`src/rtl/mem_arbiter.sv`:
```
// Two-requester (CPU/DMA) memory arbiter: IDLE -> ACCESS (LAT cycles) -> RESP, one transaction at a time.
// Tie-break is fixed CPU priority by default; defining ARB_ROUND_ROBIN_EN alternates winners on contention.
module mem_arbiter #(
    parameter int LAT = 2
) (
    input  logic        clk,
    input  logic        reset,
    input  logic        cpu_req,
    input  logic        cpu_we,
    input  logic [31:0] cpu_addr,
    input  logic [31:0] cpu_wdata,
    output logic [31:0] cpu_rdata,
    output logic        cpu_ready,
    input  logic        dma_req,
    input  logic        dma_we,
    input  logic [31:0] dma_addr,
    input  logic [31:0] dma_wdata,
    output logic [31:0] dma_rdata,
    output logic        dma_ready,
    output logic        mem_en,
    output logic        mem_we,
    output logic [31:0] mem_addr,
    output logic [31:0] mem_wdata,
    input  logic [31:0] mem_rdata,
    output logic [1:0]  gnt
);

    localparam logic [1:0] IDLE    = 2'd0;
    localparam logic [1:0] ACCESS  = 2'd1;
    localparam logic [1:0] RESP    = 2'd2;
    localparam logic [1:0] GNT_CPU = 2'b01;
    localparam logic [1:0] GNT_DMA = 2'b10;
    localparam logic [3:0] CNT_INIT = 4'(LAT - 1);

`ifdef ARB_ROUND_ROBIN_EN
    localparam logic ROUND_ROBIN = 1'b1;
`else
    localparam logic ROUND_ROBIN = 1'b0;
`endif

    logic [1:0]  state;
    logic [3:0]  cnt;
    logic [1:0]  last_gnt;
    logic [1:0]  win;
    logic        we_q;
    logic [31:0] addr_q;
    logic [31:0] wdata_q;

    // On a tie, round-robin hands the grant to whoever did not win last time.
    always_comb begin
        win = GNT_CPU;
        if (cpu_req && dma_req) begin
            win = (ROUND_ROBIN && (last_gnt == GNT_CPU)) ? GNT_DMA : GNT_CPU;
        end else if (dma_req) begin
            win = GNT_DMA;
        end
    end

    always_ff @(posedge clk or posedge reset) begin
        if (reset) begin
            state     <= IDLE;
            cnt       <= 4'd0;
            gnt       <= 2'b00;
            last_gnt  <= GNT_DMA;
            we_q      <= 1'b0;
            addr_q    <= 32'd0;
            wdata_q   <= 32'd0;
            cpu_rdata <= 32'd0;
            dma_rdata <= 32'd0;
        end else begin
            case (state)
                IDLE: begin
                    if (cpu_req || dma_req) begin
                        state    <= ACCESS;
                        gnt      <= win;
                        last_gnt <= win;
                        cnt      <= CNT_INIT;
                        we_q     <= win[0] ? cpu_we    : dma_we;
                        addr_q   <= win[0] ? cpu_addr  : dma_addr;
                        wdata_q  <= win[0] ? cpu_wdata : dma_wdata;
                    end
                end
                ACCESS: begin
                    if (cnt == 4'd0) begin
                        state <= RESP;
                        if (!we_q) begin
                            if (gnt[0]) cpu_rdata <= mem_rdata;
                            else        dma_rdata <= mem_rdata;
                        end
                    end else begin
                        cnt <= cnt - 4'd1;
                    end
                end
                RESP: begin
                    state <= IDLE;
                    gnt   <= 2'b00;
                end
                default: begin
                    state <= IDLE;
                    gnt   <= 2'b00;
                end
            endcase
        end
    end

    // Memory-side signals come straight from the latched request so they hold for the whole access.
    assign mem_en    = (state == ACCESS);
    assign mem_we    = mem_en & we_q;
    assign mem_addr  = addr_q;
    assign mem_wdata = wdata_q;
    assign cpu_ready = (state == RESP) & gnt[0];
    assign dma_ready = (state == RESP) & gnt[1];

endmodule

```
`config.mk`:
```
export PLATFORM = sky130hd
export DESIGN_NAME = mem_arbiter
export DESIGN_NICKNAME = d
export VERILOG_FILES = /design/src/rtl/mem_arbiter.sv
export SDC_FILE = /design/constraint.sdc
export NUM_CORES = 1
export LEC_CHECK = 0
export ABC_AREA = 1
export ABC_CLOCK_PERIOD_IN_PS = 16400
export BUFFER_PORTS_ARGS = -buffer_cell sky130_fd_sc_hd__buf_4
export CAP_MARGIN = 40
export CORE_AREA = 2 2 115 117
export DETAILED_ROUTE_END_ITERATION = 8
export DIE_AREA = 0 0 117 119
export PLACE_DENSITY = 0.8
export SETUP_SLACK_MARGIN = 0.15
export SLEW_MARGIN = 20
export SYNTH_ARGS = -nofsm -noshare
export SYNTH_HDL_FRONTEND = slang
export SYNTH_SLANG_ARGS = --single-unit
```
`constraint.sdc`:
```
create_clock -name clk -period 16.4 [get_ports clk]
set_input_delay 4.92 -clock clk [delete_from_list [all_inputs] [get_ports clk]]
set_output_delay 4.92 -clock clk [all_outputs]
set_load 0.01 [all_outputs]
```
; ---- After elaboration in Yosys (flattened, before gate mapping)
; Index checks and enable logic that the tools add are counted.
[totals]
register_bits = 137
output_inout_bits = 134
[op_classes]
n_addsub = 1
eq_ne = 5
muxes = 13
n_bitwise = 6
reduce_logical = 11
[ops]
columns = cell, n
row1 = two-way mux 32 bit, 2
row2 = two-way mux 2 bit, 5
row3 = two-way mux 4 bit, 2
row4 = one-hot mux 2 bit (2 select lines), 2
row5 = one-hot mux 4 bit (2 select lines), 1
row6 = AND reduction 4 bit, 2
row7 = AND reduction 2 bit, 3
row8 = logical NOT 4 bit, 1
row9 = "!= test 2 bit, second input constant", 2
row10 = "subtractor 4 x 1 -> 4 bit, second input constant", 1
row11 = AND 1 bit, 3
row12 = inverter 1 bit, 3
row13 = AND reduction 3 bit, 1
row14 = "== test 2 x 1 -> 1 bit, second input constant", 1
row15 = "== test 2 bit, second input constant", 1
row16 = logical NOT 2 bit, 1
row17 = "!= test 2 x 1 -> 1 bit, second input constant", 1
row18 = nonzero test 2 bit, 1
row19 = logical AND 1 bit, 1
row20 = logical OR 1 bit, 1
row21 = two-way mux 1 bit, 1

; ---- Logic depth before layout (Yosys ltp)
; Gate-level depths: netlist (run 1).
[logic_depth]
word_depth = 4
ltp_mapped = 8
depth_no_buf = 7

; ---- Worst setup path after synthesis (run 1)
; Ideal clock, no wire load.
[synth_timing]
path_type = register to output
startpoint = reg gnt[0]
endpoint = out cpu_ready
arrival_ns = 0.838
path_slack_ns = 10.642
path_stages_with_launch = 3
path_buffers = 0
path_cell_list = dfrtp_1 > inv_1 > nor3_1
[synth_between]
elab_chain_len = 1
[synth_rtl]
columns = element, line_no
row1 = "start, declared", 25  ; output logic [1:0] gnt
row2 = "start signal, assigned", 75  ; gnt <= win;
row3 = AND 1 bit, 111  ; assign cpu_ready = (state == RESP) & gnt[0];
row4 = "end, declared", 13  ; output logic cpu_ready,
; No other way between the ends.

; ---- Final worst setup path (run 1)
[layout_timing]
startpoint = reg state[0]
endpoint = out mem_en
[layout_between]
elab_chain_len = 1
[layout_rtl]
columns = element, line_no
row1 = "start, declared", 41  ; logic [1:0] state;
row2 = "start signal, assigned", 61  ; state <= IDLE;
row3 = "start signal, assigned", 74  ; state <= ACCESS;
row4 = "start signal, assigned", 85  ; state <= RESP;
row5 = == test 2 x 1 -> 1 bit, 107  ; assign mem_en = (state == ACCESS);
row6 = "end, declared", 20  ; output logic mem_en,
; No other way between the ends.

==> results of run 1 <==
[through the flow]
step	setup WS (ns)	utilization	instances	hold WS (ns)	instance area (sq um)
after floorplan	7.81	-	677	0.503	5720
after global placement	9.76	0.627	1124	0.455	8070
after detailed placement	9.70	0.630	1126	0.460	8110
after CTS	10.12	0.674	1158	0.474	8680
after global routing	9.96	0.675	1159	0.495	8700
final	10.14	0.675	1159	0.469	8700
[tightest hold or removal path, cell delays in order, from the launching register on]
cell and delay, ns:
dfrtp_1 0.34, nand2_1 0.05, nand2_1 0.04
[synth_stat cells]
master | count | area [sq um]
buf_2 | 27 | 135
buf_6 | 3 | 33.8
clkbuf_1 | 4 | 15.0
clkinv_1 | 1 | 3.75
clkinv_2 | 1 | 5.00
dfrtp_1 | 137 | 3430
ha_1 | 2 | 25.0
inv_1 | 9 | 33.8
inv_2 | 1 | 3.75
nand2_1 | 357 | 1340
nand2_2 | 2 | 12.5
nand3_1 | 96 | 480
nand3_2 | 1 | 10.0
nand4_1 | 1 | 6.26
nor2_1 | 14 | 52.6
nor2_2 | 2 | 12.5
nor2_4 | 1 | 11.3
nor3_1 | 2 | 10.0
nor3_4 | 1 | 16.3
o21ai_0 | 10 | 50.1
o21ai_1 | 1 | 5.00
o22ai_1 | 3 | 18.8
xor2_1 | 1 | 8.76
[logic make-up (layout without fill, tap and decap cells)]
family / after synthesis / after routing / synth area share
buf+inv: 46 / 352 / 0.0403
flops: 137 / 137 / 0.600
simple gates: 477 / 477 / 0.341
xor+xnor: 1 / 1 / 0.00153
compound gates: 14 / 14 / 0.0129
fa+ha+maj: 2 / 2 / 0.00438
[per-layer routing]
| metal | wire (microns) | GRT usage | up-vias |
|---|---|---|---|
| met4 | 640 | 0.121 | 0 |
| met5 | 0 | 0 | - |
| met2 | 9390 | 0.452 | 216 |
| met3 | 1410 | 0.0921 | 36 |
| met1 | 7130 | 0.316 | 2597 |
| li1 | - | - | 2721 |
[power groups by stage]
| stage | clock network [uW] | logic, uW | registers (uW) |
|---|---|---|---|
| 3_3_place_gp | 0 | 750 | 603 |
| 2_1_floorplan | 0 | 302 | 673 |
| 6_report | 364 | 766 | 606 |
| 3_5_place_dp | 0 | 769 | 607 |
| 5_1_grt | 389 | 843 | 624 |
| 4_1_cts | 370 | 770 | 606 |
[final timing paths]
kind	end	slack [ns]	depth (start not counted)
min in group asynchronous	mem_addr[22]$_DFFE_PP0P_	4.57	2
max	mem_en	10.14	3
max reg2reg	dma_rdata[2]$_DFFE_PP0P_	14.13	9
min	dma_rdata[30]$_DFFE_PP0P_	0.47	2
max in group asynchronous	mem_wdata[22]$_DFFE_PP0P_	10.61	4
min reg2reg	dma_rdata[30]$_DFFE_PP0P_	0.47	2
[state kept, by name, summed over array words and instances (netlist names)]
| signal | flops |
|---|---|
| mem_wdata | 32 |
| we_q | 1 |
| state | 2 |
| dma_rdata | 32 |
| cpu_rdata | 32 |
| gnt | 2 |
| cnt | 4 |
| mem_addr | 32 |
[layout by cell type (no fill, tap or decap)]
cell       netlist  final
buf_12           0      2
buf_4            0    305
buf_8            0      1
bufinv_16        0      1
clkbuf_1         4      1
clkbuf_16        0     17
clkbuf_8         0      5
clkinv_1         1      1
clkinv_2         1      9
dfrtp_1        137    137
ha_1             2      2
inv_1            9      8
inv_2            1      1
inv_6            0      1
nand2_1        357    357
nand2_2          2      2
nand3_1         96     96
nand3_2          1      1
nand4_1          1      1
nor2_1          14     13
nor2_2           2      1
nor2_4           1      3
nor3_1           2      2
nor3_4           1      1
o21ai_0         10     10
o21ai_4          0      1
o22ai_1          3      3
xor2_1           1      1
[layout make-up]
| type | count | area (sq um) | area share |
|---|---|---|---|
| Sequential cell | 137 | 3430 | 0.394 |
| Clock inverter | 9 | 70.1 | 0.00806 |
| Multi-Input combinational cell | 494 | 2080 | 0.240 |
| Inverter | 12 | 51.3 | 0.00590 |
| Timing Repair Buffer | 308 | 2340 | 0.270 |
| Tap cell | 176 | 220 | 0.0253 |
| Clock buffer | 23 | 498 | 0.0573 |
==> reports/results.md, run 1 <==
## Global routing
• **number of global-route vias before repair** 5,587
• **maximum number of pins on one net before global-route repair** 63
• **global-route wire length before repair** 28,600 microns
• **number of antenna violations at the first check in global routing** 0
• **total global-route track usage** 0.272
• **residual overflow from global routing** 0

## Detailed routing
• **Vias/cell** 4.81
• **first-pass iteration count of the detailed router** 5
• **drt drc** 0
• **post-detailed-routing wire length** 18,600 microns
• **wire per inst** 16.0 microns
• **total via count after detailed routing** 5,570
• **count of nets left with antenna violations after detail routing** 0
• **number of DRC markers after the initial detailed-route iteration** 458

## Worst setup path
• **sequence of cells on the critical path** nand2_2 -> clkinv_2 -> buf_4
• **data required time at the worst endpoint** 11.48 ns
• **family with the most delay on the worst path** flip-flops
• **crit-path max cell delay** 0.45 ns
• **kind of critical path** flip-flop to output port
• **start of the worst register-to-register path** cnt[0]$_DFFE_PP0P_
• **critical path launch point** state[0]$_DFFE_PP0P_
• **crit start category** flip-flop
• **Arrival @ worst endpoint** 1.34 ns
• **Worst Path Max Fanout** 6
• **category of the worst setup path capture point** output port
• **highest-delay cell along the critical path** dfrtp_1
• **Bufs and invs on worst path** 2

## STA
• **tightest slew margin relative to the limit** 0.480
• **Final min period** 6.26 ns
• **setup tns final** 0 ns
• **setup repair after global routing missed its margin** false
• **Clock Skews** 0.00601 ns
• **setup violation total in the final timing report** 0
• **Hold Violations, Final** 0
• **max frequency** 160 MHz
• **max-slew violation count** 0
• **final period utilization** 0.381
• **measured slew at the worst slew-check pin** 0.779 ns

## CTS
• **register clock-pin slew on the reported worst setup and hold paths** 0.06 ns
• **CTS tree** yes
• **CTS-repair resized insts** 0
• **hold buffer count at cts** 0
• **Num CTS Buffers** 17
• **clk root buf** clkbuf_16
• **Post-CTS Setup Inserts** 0
• **clock latency of the later-clocked register in the worst-skew pair** 0.41 ns
• **number of sinks handled by clock tree synthesis** 137
• **maximum count of clock buffers along a single path** 2
• **H-tree depth** 4

## Power
• **Net Sw Power** 657 uW
• **highest ir drop seen on vdd** 0.0930 mV
• **sequential share of power** 0.349
• **leak pwr** 0.00469 uW
• **internal power** 1080 uW
• **power density over cell area** 200 nW/um^2
• **switching fraction of total power** 0.378
• **fraction of power consumed by the clock network** 0.210
• **sum of internal, switching and leakage power** 1740 uW
• **combinational group share of total power** 0.441

## Run status
• **result of the run** complete, no violations

## Placed design
• **Buffers on Ports** 299
• **placer's final routability congestion estimate** 0.858
• **Post-DP HPWL** 13,700 microns

## Floorplan
• **Die Area** 13,900 sq um
• **Die Y-Extent** 119 microns
• **IO Pins** 300
• **CORE AREA** 12,900 sq um
• **Row Count** 42
• **initial core utilization** 0.444
• **horizontal die dimension** 117 microns

## Logic synthesis
• **Post-Synthesis Mean Instance Area** 8.45 sq um
• **netlist area before placement** 5720 sq um
• **number of synthesis warnings** 0
• **post-synthesis sequential element count** 137
• **Seq/Total Area, Yosys** 0.600
• **number of distinct library cells after synthesis** 23
• **Cells after Synth** 677
• **synthesized net count** 845

## Run
• **max-cap violations** 0

## Finish
• **Final nets** 1,138
• **number of diodes added for antenna fixing** 0
• **Syn-to-layout area delta** 52.1%
• **# fillers** 1,079
• **share of cells above drive strength 1** 0.357

## Worst hold path
• **beginning of the worst hold path** dma_rdata[30]$_DFFE_PP0P_
• **Hold Path Class** flip-flop to flip-flop

No activity file was read; power rests on OpenSTA's default activity.
==> run 2, diff against run 1 <==
==> config.mk (replaced) <==
export PLATFORM = sky130hd
export DESIGN_NAME = mem_arbiter
export DESIGN_NICKNAME = d
export VERILOG_FILES = /design/src/rtl/mem_arbiter.sv
export SDC_FILE = /design/constraint.sdc
export NUM_CORES = 1
export LEC_CHECK = 0
export ABC_AREA = 0
export ABC_CLOCK_PERIOD_IN_PS = 5200
export BUFFER_PORTS_ARGS = -buffer_cell sky130_fd_sc_hd__buf_4
export CAP_MARGIN = 40
export CORE_MARGIN = 2
export CORE_UTILIZATION = 41
export DETAILED_ROUTE_END_ITERATION = 8
export PLACE_DENSITY = 0.76
export SETUP_SLACK_MARGIN = 0.15
export SLEW_MARGIN = 20
export SYNTH_ARGS = -nofsm -noshare
export SYNTH_HDL_FRONTEND = slang
export SYNTH_SLANG_ARGS = --single-unit
==> constraint.sdc (replaced) <==
create_clock -name clk -period 5.2 [get_ports clk]
set_input_delay 1.56 -clock clk [delete_from_list [all_inputs] [get_ports clk]]
set_output_delay 1.56 -clock clk [all_outputs]
set_load 0.01 [all_outputs]
==> reports/results.md, run 2 <==
## CTS
• **hold buffer count at cts** 0
• **CTS-repair resized insts** 0
• **H-tree depth** 4
• **clk root buf** clkbuf_16
• **CTS tree** yes
• **Num CTS Buffers** 17
• **clock latency of the later-clocked register in the worst-skew pair** 0.41 ns
• **Post-CTS Setup Inserts** 0
• **number of sinks handled by clock tree synthesis** 137
• **maximum count of clock buffers along a single path** 2
• **register clock-pin slew on the reported worst setup and hold paths** 0.06 ns

## Finish
• **Syn-to-layout area delta** 52.8%
• **number of diodes added for antenna fixing** 0
• **share of cells above drive strength 1** 0.528
• **fin util** 0.639
• **most common library cell in the layout ignoring fill and taps** buf_4
• **most frequent cells in the layout** 303 x buf_4, 137 x dfrtp_1, 71 x o21ai_0
• **Post-Layout Cell Count** 959
• **Final nets** 934

## Worst setup path
• **family with the most delay on the worst path** flip-flops
• **category of the worst setup path capture point** output port
• **Bufs and invs on worst path** 2
• **kind of critical path** flip-flop to output port
• **sequence of cells on the critical path** nand2b_1 -> inv_1 -> and2_1 -> buf_4
• **start of the worst register-to-register path** cnt[0]$_DFFE_PP0P_
• **crit start category** flip-flop
• **highest-delay cell along the critical path** dfrtp_1
• **Worst Path Max Fanout** 10
• **Arrival @ worst endpoint** 1.67 ns
• **flop-to-flop setup slack** 2.78 ns
• **worst reg2reg path endpoint** dma_rdata[28]$_DFFE_PP0P_
• **crit-path max cell delay** 0.52 ns
• **data required time at the worst endpoint** 3.64 ns
• **Worst Reg2Reg Path Length in Cells** 5

## Power
• **power density over cell area** 628 nW/um^2
• **fraction of power consumed by the clock network** 0.235
• **sequential share of power** 0.346
• **switching fraction of total power** 0.330
• **combinational group share of total power** 0.419
• **highest ir drop seen on vdd** 0.259 mV
• **leak pwr** 0.00449 uW
• **Net Sw Power** 1840 uW
• **internal power** 3730 uW

## Detailed routing
• **total via count after detailed routing** 4,935
• **post-detailed-routing wire length** 16,000 microns
• **met3 wire length** 1260 microns
• **metal2 WL** 8080 microns
• **wire per inst** 16.7 microns
• **routed length on met1** 6360 microns
• **top routing layer in use** met4
• **Vias/cell** 5.15
• **number of DRC markers after the initial detailed-route iteration** 212
• **drt drc** 0
• **count of nets left with antenna violations after detail routing** 0
• **first-pass iteration count of the detailed router** 4

## STA
• **setup tns final** 0 ns
• **final period utilization** 0.622
• **tightest slew margin relative to the limit** 0.579
• **Final Hold Slack** 0.498 ns
• **Final min period** 3.23 ns
• **Clock Skews** 0.00894 ns
• **Hold Violations, Final** 0
• **setup repair after global routing missed its margin** false
• **setup slack of the critical path after layout** 1.97 ns
• **max frequency** 309 MHz
• **max-slew violation count** 0
• **measured slew at the worst slew-check pin** 0.631 ns
• **setup violation total in the final timing report** 0

## Placed design
• **placed instance count** 927
• **Worst Setup Slack post-DPL** 2.27 ns
• **Post-DP HPWL** 11,900 microns
• **Buffers on Ports** 299
• **placer's final routability congestion estimate** 0.807

## Logic synthesis
• **number of synthesis warnings** 0
• **post-synthesis sequential element count** 137
• **largest area contributor in the synthesized netlist** dfrtp_1
• **largest cells by area after synthesis** dfrtp_1 59%, a22oi_1 8.0%, mux2_4 7.8%
• **share of synthesized flip-flops with an asynchronous set or reset** 1.00
• **prevailing post-synth register cell** dfrtp_1
• **Seq/Total Area, Yosys** 0.590
• **most frequent cell after synthesis** dfrtp_1
• **synthesized net count** 643
• **netlist area before placement** 5810 sq um
• **commonest cells in the synthesized netlist** 137 x dfrtp_1, 71 x o21ai_0, 63 x nand2_1
• **Post-Synthesis Mean Instance Area** 12.2 sq um
• **number of flops mapped to enable cells by yosys** 0
• **Cells after Synth** 475
• **Yosys top cell area share** 0.590
• **number of distinct library cells after synthesis** 30

## Global routing
• **number of global-route vias before repair** 4,824
• **maximum number of pins on one net before global-route repair** 70
• **total global-route track usage** 0.209
• **residual overflow from global routing** 0
• **number of antenna violations at the first check in global routing** 0
• **global-route wire length before repair** 24,400 microns

## Run status
• **result of the run** complete, no violations

## Floorplan
• **CORE AREA** 13,900 sq um
• **initial core utilization** 0.419
• **IO Pins** 300
• **horizontal die dimension** 123 microns
• **Die Area** 15,100 sq um
• **Die Y-Extent** 123 microns
• **Row Count** 43

## Worst hold path
• **Hold Path Class** flip-flop to flip-flop
• **beginning of the worst hold path** mem_addr[18]$_DFFE_PP0P_
• **endpoint of the worst hold path** mem_addr[18]$_DFFE_PP0P_
• **worst hold path cell count** 2

## Run
• **max-cap violations** 0

## run 2: cell types whose count changed in the layout (fill, tap and decap cells not counted), moves of 4 or more
cell,previous run,this run
bufinv_16,1,5
nand2_1,357,63
nand3_1,96,0
a22oi_1,0,62
clkinv_2,9,2
mux2_4,0,30
o21ai_0,10,71
nor2_1,13,2
mux2i_1,0,4
mux2_2,0,35
## run 2: how the worst max path moves through the flow
stage	start	to	slack, ns	depth (start not counted)
floorplan	reset	cnt[0]$_DFFE_PP0P_	1.93	1
global placement	dma_req	cnt[0]$_DFFE_PP0P_	1.92	4
detailed placement	dma_req	cnt[2]$_DFFE_PP0P_	2.27	5
CTS	state[1]$_DFFE_PP0P_	mem_we	1.96	4
global route	state[1]$_DFFE_PP0P_	mem_we	1.84	4
finish	state[1]$_DFFE_PP0P_	mem_we	1.97	4
## run 2: cells by family (layout without fill, tap and decap cells)
| group | after synthesis | after routing | synth area share |
|---|---|---|---|
| AOI/OAI and AO/OA | 138 | 138 | 0.147 |
| DFF | 137 | 137 | 0.590 |
| and+or+nand+nor | 88 | 88 | 0.0685 |
| muxes | 69 | 69 | 0.152 |
| buffers and inverters | 41 | 345 | 0.0379 |
| adders and majority gates | 2 | 2 | 0.00431 |
## run 2: metrics by stage
| step | total power (uW) | cell area, sq um |
|---|---|---|
| 6_report | 5570 | 8870 |
| 3_3_place_gp | 4170 | 8150 |
| 5_1_grt | 5920 | 8870 |
| 3_5_place_dp | 4290 | 8220 |
| 4_1_cts | 5630 | 8870 |
| 2_1_floorplan | 3080 | 5810 |
## run 2: layer usage
layer,global-route usage,vias to the layer above
met2,0.346,226
li1,-,2292
met4,0.0774,0
met1,0.263,2389
met5,0,-
met3,0.0590,28
## run 2: worst reg2reg max path: cells and delay by family, from the launching register on
family / cells / cell delay [ns]
adder cells (fa/ha/maj): 1 / 0.21
multiplexers: 1 / 0.42
AND/OR/NAND/NOR: 2 / 1.19
flip-flops: 1 / 0.38
buffers and inverters: 1 / 0.11
## run 2: cell type report
type,count,area [sq um]
Clock buffer,21,460
Timing Repair Buffer,307,2360
Multi-Input combinational cell,297,2180
Sequential cell,137,3430
Fill cell,1061,5010
Clock inverter,11,193
Inverter,6,26.3
Tap cell,180,225
## run 2: power groups by stage
stage | logic (uW) | clock network [uW] | registers [uW]
floorplan | 976 | 0 | 2100
global placement | 2270 | 0 | 1900
detailed placement | 2360 | 0 | 1930
CTS | 2360 | 1340 | 1930
global route | 2550 | 1390 | 1990
finish | 2330 | 1310 | 1930
